--- src/rtl/genie_split_pkg.sv ---
// -----------------------------------------------------------------------------
// genie_split_pkg
// Shared types for the genie_split packet broadcast/demux stage.
//   state_t : packet tracking state (waiting for a first beat / inside packet)
// -----------------------------------------------------------------------------
package genie_split_pkg;

    typedef enum logic {
        S_SOP    = 1'b0,
        S_IN_PKT = 1'b1
    } state_t;

endpackage : genie_split_pkg

--- src/rtl/genie_split.sv ---
// -----------------------------------------------------------------------------
// genie_split
// Packet-aware broadcast/demux. One valid/ready/eop input stream is fanned out
// to NO output streams according to a destination mask sampled on the first
// beat of each packet and held until eop. Every output handshakes on its own;
// the input beat retires only once all selected outputs have taken it.
// Datapath is purely combinational; only the packet state, the latched mask
// and the per-output "already taken this beat" flags are registered.
//
// Ports
//   clk      : clock
//   reset_n  : asynchronous active-low reset
//   i_data   : input beat data (WIDTH bits; one unused bit when WIDTH=0)
//   i_valid  : input beat valid
//   o_ready  : input beat consumed this cycle when high together with i_valid
//   i_eop    : last beat of packet
//   i_mask   : destination mask, sampled on the packet's first beat
//   o_valid  : per-output valid
//   o_data   : i_data replicated into each output slice (zero when WIDTH=0)
//   o_eop    : i_eop replicated to each output
//   i_ready  : per-output ready
// -----------------------------------------------------------------------------
module genie_split
    import genie_split_pkg::*;
#(
    parameter int NO    = 2,
    parameter int WIDTH = 1
) (
    input  logic                                   clk,
    input  logic                                   reset_n,
    input  logic [((WIDTH > 0) ? WIDTH : 1)-1:0]   i_data,
    input  logic                                   i_valid,
    output logic                                   o_ready,
    input  logic                                   i_eop,
    input  logic [NO-1:0]                          i_mask,
    output logic [NO-1:0]                          o_valid,
    output logic [NO*((WIDTH > 0) ? WIDTH : 1)-1:0] o_data,
    output logic [NO-1:0]                          o_eop,
    input  logic [NO-1:0]                          i_ready
);

    localparam int DW = (WIDTH > 0) ? WIDTH : 1;

    state_t          state;
    logic [NO-1:0]   pkt_mask;
    logic [NO-1:0]   done;
    logic [NO-1:0]   eff_mask;
    logic [NO-1:0]   acc;
    logic            beat;

    // The first beat routes on the live mask; later beats ignore i_mask.
    assign eff_mask = (state == S_SOP) ? i_mask : pkt_mask;

    // Unselected outputs and outputs that already took the beat never stall.
    assign o_ready  = &(~eff_mask | done | i_ready);
    assign beat     = i_valid & o_ready;

    for (genvar k = 0; k < NO; k++) begin : g_out
        logic done_q;

        assign o_valid[k] = i_valid & eff_mask[k] & ~done_q;
        assign acc[k]     = o_valid[k] & i_ready[k];
        assign o_eop[k]   = i_eop;
        assign done[k]    = done_q;

        if (WIDTH > 0) begin : g_data
            assign o_data[k*DW +: DW] = i_data;
        end else begin : g_nodata
            assign o_data[k*DW +: DW] = '0;
        end

        // Remember an early accept so the output is not offered the same
        // beat twice while slower outputs catch up.
        always_ff @(posedge clk or negedge reset_n) begin
            if (!reset_n) begin
                done_q <= 1'b0;
            end else if (beat) begin
                done_q <= 1'b0;
            end else if (acc[k]) begin
                done_q <= 1'b1;
            end
        end
    end

    always_ff @(posedge clk or negedge reset_n) begin
        if (!reset_n) begin
            state    <= S_SOP;
            pkt_mask <= '0;
        end else begin
            case (state)
                S_SOP: begin
                    if (beat) begin
                        pkt_mask <= eff_mask;
                        if (!i_eop) begin
                            state <= S_IN_PKT;
                        end
                    end
                end
                S_IN_PKT: begin
                    if (beat && i_eop) begin
                        state <= S_SOP;
                    end
                end
                default: state <= S_SOP;
            endcase
        end
    end

    // Upstream must not withdraw a beat that some outputs have already taken.
    a_hold_valid_while_partial : assert property (
        @(posedge clk) disable iff (!reset_n) (|done) |-> i_valid
    );

endmodule : genie_split

--- config.mk ---
export PLATFORM = sky130hd
export DESIGN_NAME = genie_split
export DESIGN_NICKNAME = d
export VERILOG_FILES = /design/src/rtl/genie_split_pkg.sv /design/src/rtl/genie_split.sv
export SDC_FILE = /design/constraint.sdc
export NUM_CORES = 1
export LEC_CHECK = 0
export CORE_AREA = 5 5 42 44
export DETAILED_ROUTE_END_ITERATION = 6
export DIE_AREA = 0 0 47 49
export SLEW_MARGIN = 20
export SYNTH_ARGS = -nofsm -noshare
export SYNTH_HDL_FRONTEND = slang
export SYNTH_SLANG_ARGS = --single-unit
--- constraint.sdc ---
create_clock -name clk -period 2.9 [get_ports clk]
set_clock_uncertainty 0.2 [all_clocks]
set_input_delay 0.87 -clock clk [delete_from_list [all_inputs] [get_ports clk]]
set_output_delay 0.87 -clock clk [all_outputs]
set_load 0.005 [all_outputs]
==> impl_results.md, run 1 <==
* Status: finished clean
* H-tree depth at 1
* Logic pwr share at 48.6%
* Sequential area share after synthesis at 38.0%
* Highest Clock Rate at 352 MHz
* RSZ-0062 raised after global routing: no
* Initial antenna violation count at 0
* Final Setup Violations at 0
* Syn nets at 44
* Worst-case reg-to-reg path depth at 4
* Detailed-route via count at 344
* Peak supply drop at 0.307 mV
* Synth cell types at 17
* Min cycle time layout at 2.84 ns
* Post-synth EDFFs at 0
* Power Dens Cells at 782 nW/um^2
* Total placed cells including tap cells at 68
* Drt via density at 4.78
* Mux cell area share after synthesis at 11.4%
* Period utilization at 97.9%
* Die height at 49 um
* Fin. max-slew vios at 0
* Layout cells sized above 1 at 30.4%
* Top FF cell, synth: dfrtp_1
* Top-Level Pins at 16
* Sequential power share at 29.8%
* Hold/Removal Path Class: reg -> reg
* Final Hold Vio Count at 0
* Drt pass-1 iters at 4
* Commonest cells post-synth: dfrtp_1 (5), nor2_1 (5), buf_4 (4)
* Largest net degree at the start of global routing at 6
* DRC Markers at 0
* Tot GR Track Use at 7.77%
* Post-Syn Area at 329 sq um
* Adder-cell share of the synthesized area at 0%
* Die Span X at 47 um
* Number of diodes at 0
* Max-Cap Viols at 0
* Switching share of power at 32.7%
* Starting Density at 23.5%
* # hold bufs at CTS at 0
* Mean routed wirelength per cell at 11.8 um
* Hold depth at 1
* Synth Area in Compound Gates at 27.4%
* First-pass GRT wire length at 1.24 mm
* DPL Wire Length at 673 um
* Critical path type: in -> out
* Die ar. at 2300 sq um
* Vias in the first global route at 299
* Gr ovfl total at 0
* Async set-reset flop share out of synthesis at 100%
* CTS max path bufs at 2
* CP endpoint kind: output port
* Post-Syn Area per Cell at 9.40 sq um
* Drt total wl at 849 um
* Port buffer count at 12
* Yosys reg bits at 5
* Core ar. at 1400 sq um
* Post-synth top area cell: dfrtp_1
* Worst EP arrival at 1.77 ns
* Clk slew on worst S/H paths at 0.05 ns
* Root buffer cell: clkbuf_4
* Req. time, crit path at 1.83 ns
* CTS Buf Count at 3
* Number of clock sinks at 5
* FP Rows at 14
* Fin cells at 72
* Cell internal pwr at 0.274 mW
* Psw at 0.133 mW
* Slew headroom at 82.3%
* Antenna-violating nets left at 0
* Critical path peak fanout at 4
* Yosys warns at 0
* Gpl congestion at 0.685
* CTS tree: yes
* Area contributors post-synth: dfrtp_1 (38%), buf_4 (9.1%), mux2_2 (6.8%)
* Synth Area in XOR/XNOR at 0%
* Largest family of logic cells by synthesized area: compound AO/OA/AOI/OAI gates
* Top cell type's share of synthesized area at 38.0%
* Setup TNS at 0 ns
* Post-Synth Simple-Gate Area at 12.9%
* Clock power share at 21.5%
* Worst setup SP type: primary input
* Worst Max-Slew Pin Slew at 0.265 ns
* Iteration-0 DRC count of the detailed router at 1
* Clk_lat worst skew at 0.25 ns
* P_leak at 0.245 nW
* Post-Syn Instances at 35
* Area delta synth->final at 58.2%
* Post-layout nets at 66
==> cell usage in the layout (no fill, tap or decap) <==
master	n
a22oi_1	1
o21a_1	1
buf_2	1
nand2b_1	1
mux2_2	1
a221oi_1	1
a21oi_1	2
nand2_1	3
a211oi_1	2
nor2_1	5
dfrtp_1	5
clkdlybuf4s50_1	5
clkbuf_4	3
dlygate4sd2_1	5
clkbuf_2	1
buf_4	9
inv_1	1
a221o_1	2
nor2b_1	1
a211o_1	1
a31oi_1	2
clkbuf_1	1
mux2_4	2
==> kinds of logic after synthesis <==
logic type      Yosys count
compound gates           12
simple gates             10
flops                     5
buf+inv                   5
mux                       3
==> worst max-delay path, cell delays in order <==
cell	delay, ns
dlygate4sd2_1	0.25
mux2_4	0.29
nand2_1	0.07
nor2_1	0.03
dlygate4sd2_1	0.25
==> power groups by stage <==
stage,Combinational (mW),Clock (mW),Sequential [mW]
finish,0.198,0.0877,0.121
global route,0.216,0.0947,0.124
CTS,0.202,0.0914,0.122
detailed placement,0.212,0,0.122
global placement,0.211,0,0.120
floorplan,0.108,0,0.115
==> routing by layer <==
layer / up-vias / global-route usage [%] / share of wire (%)
li1: 170 / - / -
met1: 159 / 9.53 / 42
met2: 11 / 9.95 / 44
met3: 4 / 2.95 / 9.8
met4: 0 / 6.91 / 3.4
met5: - / 0 / 0
==> per-stage QoR <==
step,power (mW),setup slack (ns),instance area (sq um),hold slack (ns),util (%)
final,0.407,0.0606,520,0.307,37.1
after global placement,0.331,-0.465,507,0.293,36.2
after CTS,0.415,0.0135,526,0.314,37.5
after global routing,0.434,0.0307,520,0.336,37.1
after floorplan,0.223,0.479,329,0.281,-
after detailed placement,0.333,-0.467,507,0.303,36.2
==> worst paths after layout <==
kind	from	endpoint	slack (ns)
setup / recovery	i_mask[1]	o_valid[1]	0.06
hold / removal	pkt_mask[1]	pkt_mask[1]	0.31
setup reg to reg	flip-flop	flip-flop	1.02
hold reg to reg	pkt_mask[1]	pkt_mask[1]	0.31
max in group asynchronous	reset_n	pkt_mask[0]	1.64
min in group asynchronous	reset_n	g_out[0].done_q	0.65
==> repair_timing <==
item                                    4_1_cts  5_1_grt
endpoints found under the hold margin         0        0
cloned                                        0        0
resized for setup                            12        1
setup buffers                                 0        0
endpoints found under the setup margin        5        1
==> final cells by class <==
type                       instances  area [sq um]
fill                             154           881
multi-input combinational         25           174
timing repair buffer              21           171
sequential                         5           125
clock buffer                       4          26.3
tap                               16          20.0
inverter                           1          3.75
Power figures use the tool's default switching activity.
==> run 2, diff against run 1 <==
--- a/config.mk
+++ b/config.mk
@@ -8,6 +8,7 @@
 export CORE_AREA = 5 5 42 44
 export DETAILED_ROUTE_END_ITERATION = 6
 export DIE_AREA = 0 0 47 49
+export PLACE_DENSITY_LB_ADDON = 0.12
 export SLEW_MARGIN = 20
 export SYNTH_ARGS = -nofsm -noshare
 export SYNTH_HDL_FRONTEND = slang
==> impl_results.md, run 2 (synthesis gave the netlist of run 1 again) <==
* Bufs and invs on worst path at 2 (unchanged)
* Tot GR Track Use at 7.78% (+0.011 points)
* Period utilization at 98.1% (+0.21 points)
* Final Hold Vio Count at 0 (unchanged)
* Clk slew on worst S/H paths at 0.04 ns (about the same)
* Most used cell, CP: dlygate4sd2_1
* Initial antenna violation count at 0 (unchanged)
* Reg area at 125 sq um (unchanged)
* Critical path type: in -> out
* Worst setup SP type: primary input
* Gr ovfl total at 0 (unchanged)
* Die Span X at 47 um (unchanged)
* Critical-path cell list: dlygate4sd2_1 -> mux2_4 -> nand2_1 -> nor2_1 -> dlygate4sd2_1
* # hold bufs at CTS at 0 (unchanged)
* Number of diodes at 0 (unchanged)
* Starting Density at 23.5% (unchanged)
* Post-layout nets at 65 (-1.5%)
* Critical path peak fanout at 4 (unchanged)
* Number of clock sinks at 5 (unchanged)
* Switching share of power at 32.3% (-0.45 points)
* DRC Markers at 0 (unchanged)
* Gpl congestion at 0.734 (+7.0%)
* Clk_lat worst skew at 0.23 ns (-0.02 ns)
* Clock power share at 20.2% (-1.3 points)
* Logic pwr share at 47.5% (-1.1 points)
* Most frequent cells in the layout: buf_4 (8), dlygate4sd2_1 (6), nor2_1 (5), dfrtp_1 (5), clkdlybuf4s50_1 (4)
* Die height at 49 um (unchanged)
* Setup fix buffers added after clock tree synthesis at 0 (unchanged)
* Layout fillers at 161 (+4.5%)
* Delay-heaviest family, CP: buffers and inverters
* Area delta synth->final at 57.8%
* Hold/Removal Path Class: reg -> reg
* FP Rows at 14 (unchanged)
* Worst path max stage delay at 0.29 ns (about the same)
* Fin. max-slew vios at 0 (unchanged)
* Vias in the first global route at 330 (+10%)
* Psw at 0.123 mW (-8.0%)
* RSZ-0062 raised after global routing: no
* Commonest non-fill, non-tap cell in the layout: buf_4
* Slowest cell on the critical path: mux2_4
* Slew headroom at 82.1% (-0.16 points)
* Port buffer count at 12 (unchanged)
* Drt via density at 4.49 (-6.0%)
* Final Setup Violations at 0 (unchanged)
* DPL Wire Length at 686 um (+1.9%)
* Min cycle time layout at 2.85 ns (+0.00598 ns)
* Worst Max-Slew Pin Slew at 0.268 ns (+0.00326 ns)
* Root buffer cell: clkbuf_4
* Drt total wl at 828 um (-2.5%)
* CP endpoint kind: output port
* First-pass GRT wire length at 1.32 mm (+6.6%)
* Worst EP arrival at 1.78 ns (about the same)
* Cell internal pwr at 0.257 mW (-6.1%)
* Max-Cap Viols at 0 (unchanged)
* Layout cells sized above 1 at 27.3% (-3.1 points)
* Fin util at 37.1% (-0.089 points)
* Peak supply drop at 0.314 mV (+2.1%)
* Highest Clock Rate at 351 MHz (-0.21%)
* Top-Level Pins at 16 (unchanged)
* Total power at 0.380 mW (-6.7%)
* Sequential power share at 32.3% (+2.5 points)
* Area of the multi-input gates at 174 sq um (unchanged)
* CTS tree: yes
* Drt pass-1 iters at 4 (unchanged)
* Mean routed wirelength per cell at 11.7 um (-1.1%)
* Die ar. at 2300 sq um (unchanged)
* Antenna-violating nets left at 0 (unchanged)
* Iteration-0 DRC count of the detailed router at 3 (+2)
* Status: finished clean
* H-tree depth at 1 (unchanged)
* Largest net degree at the start of global routing at 6 (unchanged)
* Power Dens Cells at 732 nW/um^2 (-6.5%)
* Core ar. at 1400 sq um (unchanged)
* CTS Buf Count at 3 (unchanged)
* Req. time, crit path at 1.83 ns (about the same)
* Number of gates resized after cts at 11 (-1)
* Detailed-route via count at 319 (-7.3%)
* CTS max path bufs at 2 (unchanged)
* P_leak at 0.251 nW (+2.8%)
[run 2: final timing paths]
path	slack [ns]	end	cells past startpoint	startpoint
worst min register to register	0.31	pkt_mask[1]	1	pkt_mask[1]
worst max register to register	0.99	flip-flop	4	flip-flop
max in group asynchronous	1.67	g_out[1].done_q	1	reset_n
worst min-delay path	0.31	pkt_mask[1]	1	pkt_mask[1]
min in group asynchronous	0.65	async pin	1	reset_n
worst max-delay path	0.05	o_valid[0]	5	i_mask[0]
[run 2: layer usage]
layer | wire [um] | global-route usage [%] | vias up
li1 | - | - | 167
met1 | 346 | 10.0 | 146
met2 | 439 | 11.8 | 6
met3 | 42 | 1.48 | 0
met4 | 0 | 4.15 | 0
met5 | 0 | 0 | -
[run 2: layout make-up]
type	count	share of cell area, %
timing repair buffer	20	32.8
tap	16	3.86
inverter	1	0.723
clock buffer	4	5.06
sequential	5	24.1
multi-input combinational	25	33.5
[run 2: power by group through the flow]
stage | combinational, mW | sequential, mW | clock [mW]
finish | 0.180 | 0.123 | 0.0767
global route | 0.200 | 0.127 | 0.0851
CTS | 0.182 | 0.121 | 0.0807
detailed placement | 0.193 | 0.121 | 0
global placement | 0.193 | 0.120 | 0
floorplan | 0.108 | 0.115 | 0
[run 2: stage by stage]
step	setup WS, ns	hold slack (ns)	TNS [ns]	instances	instance area (sq um)
global placement	-0.476	0.294	-1.26	67	499
finish	0.0547	0.313	0	71	519
global route	0.00308	0.332	0	71	519
CTS	0.0191	0.319	0	71	517
floorplan	0.479	0.281	0	35	329
detailed placement	-0.484	0.310	-1.30	67	499
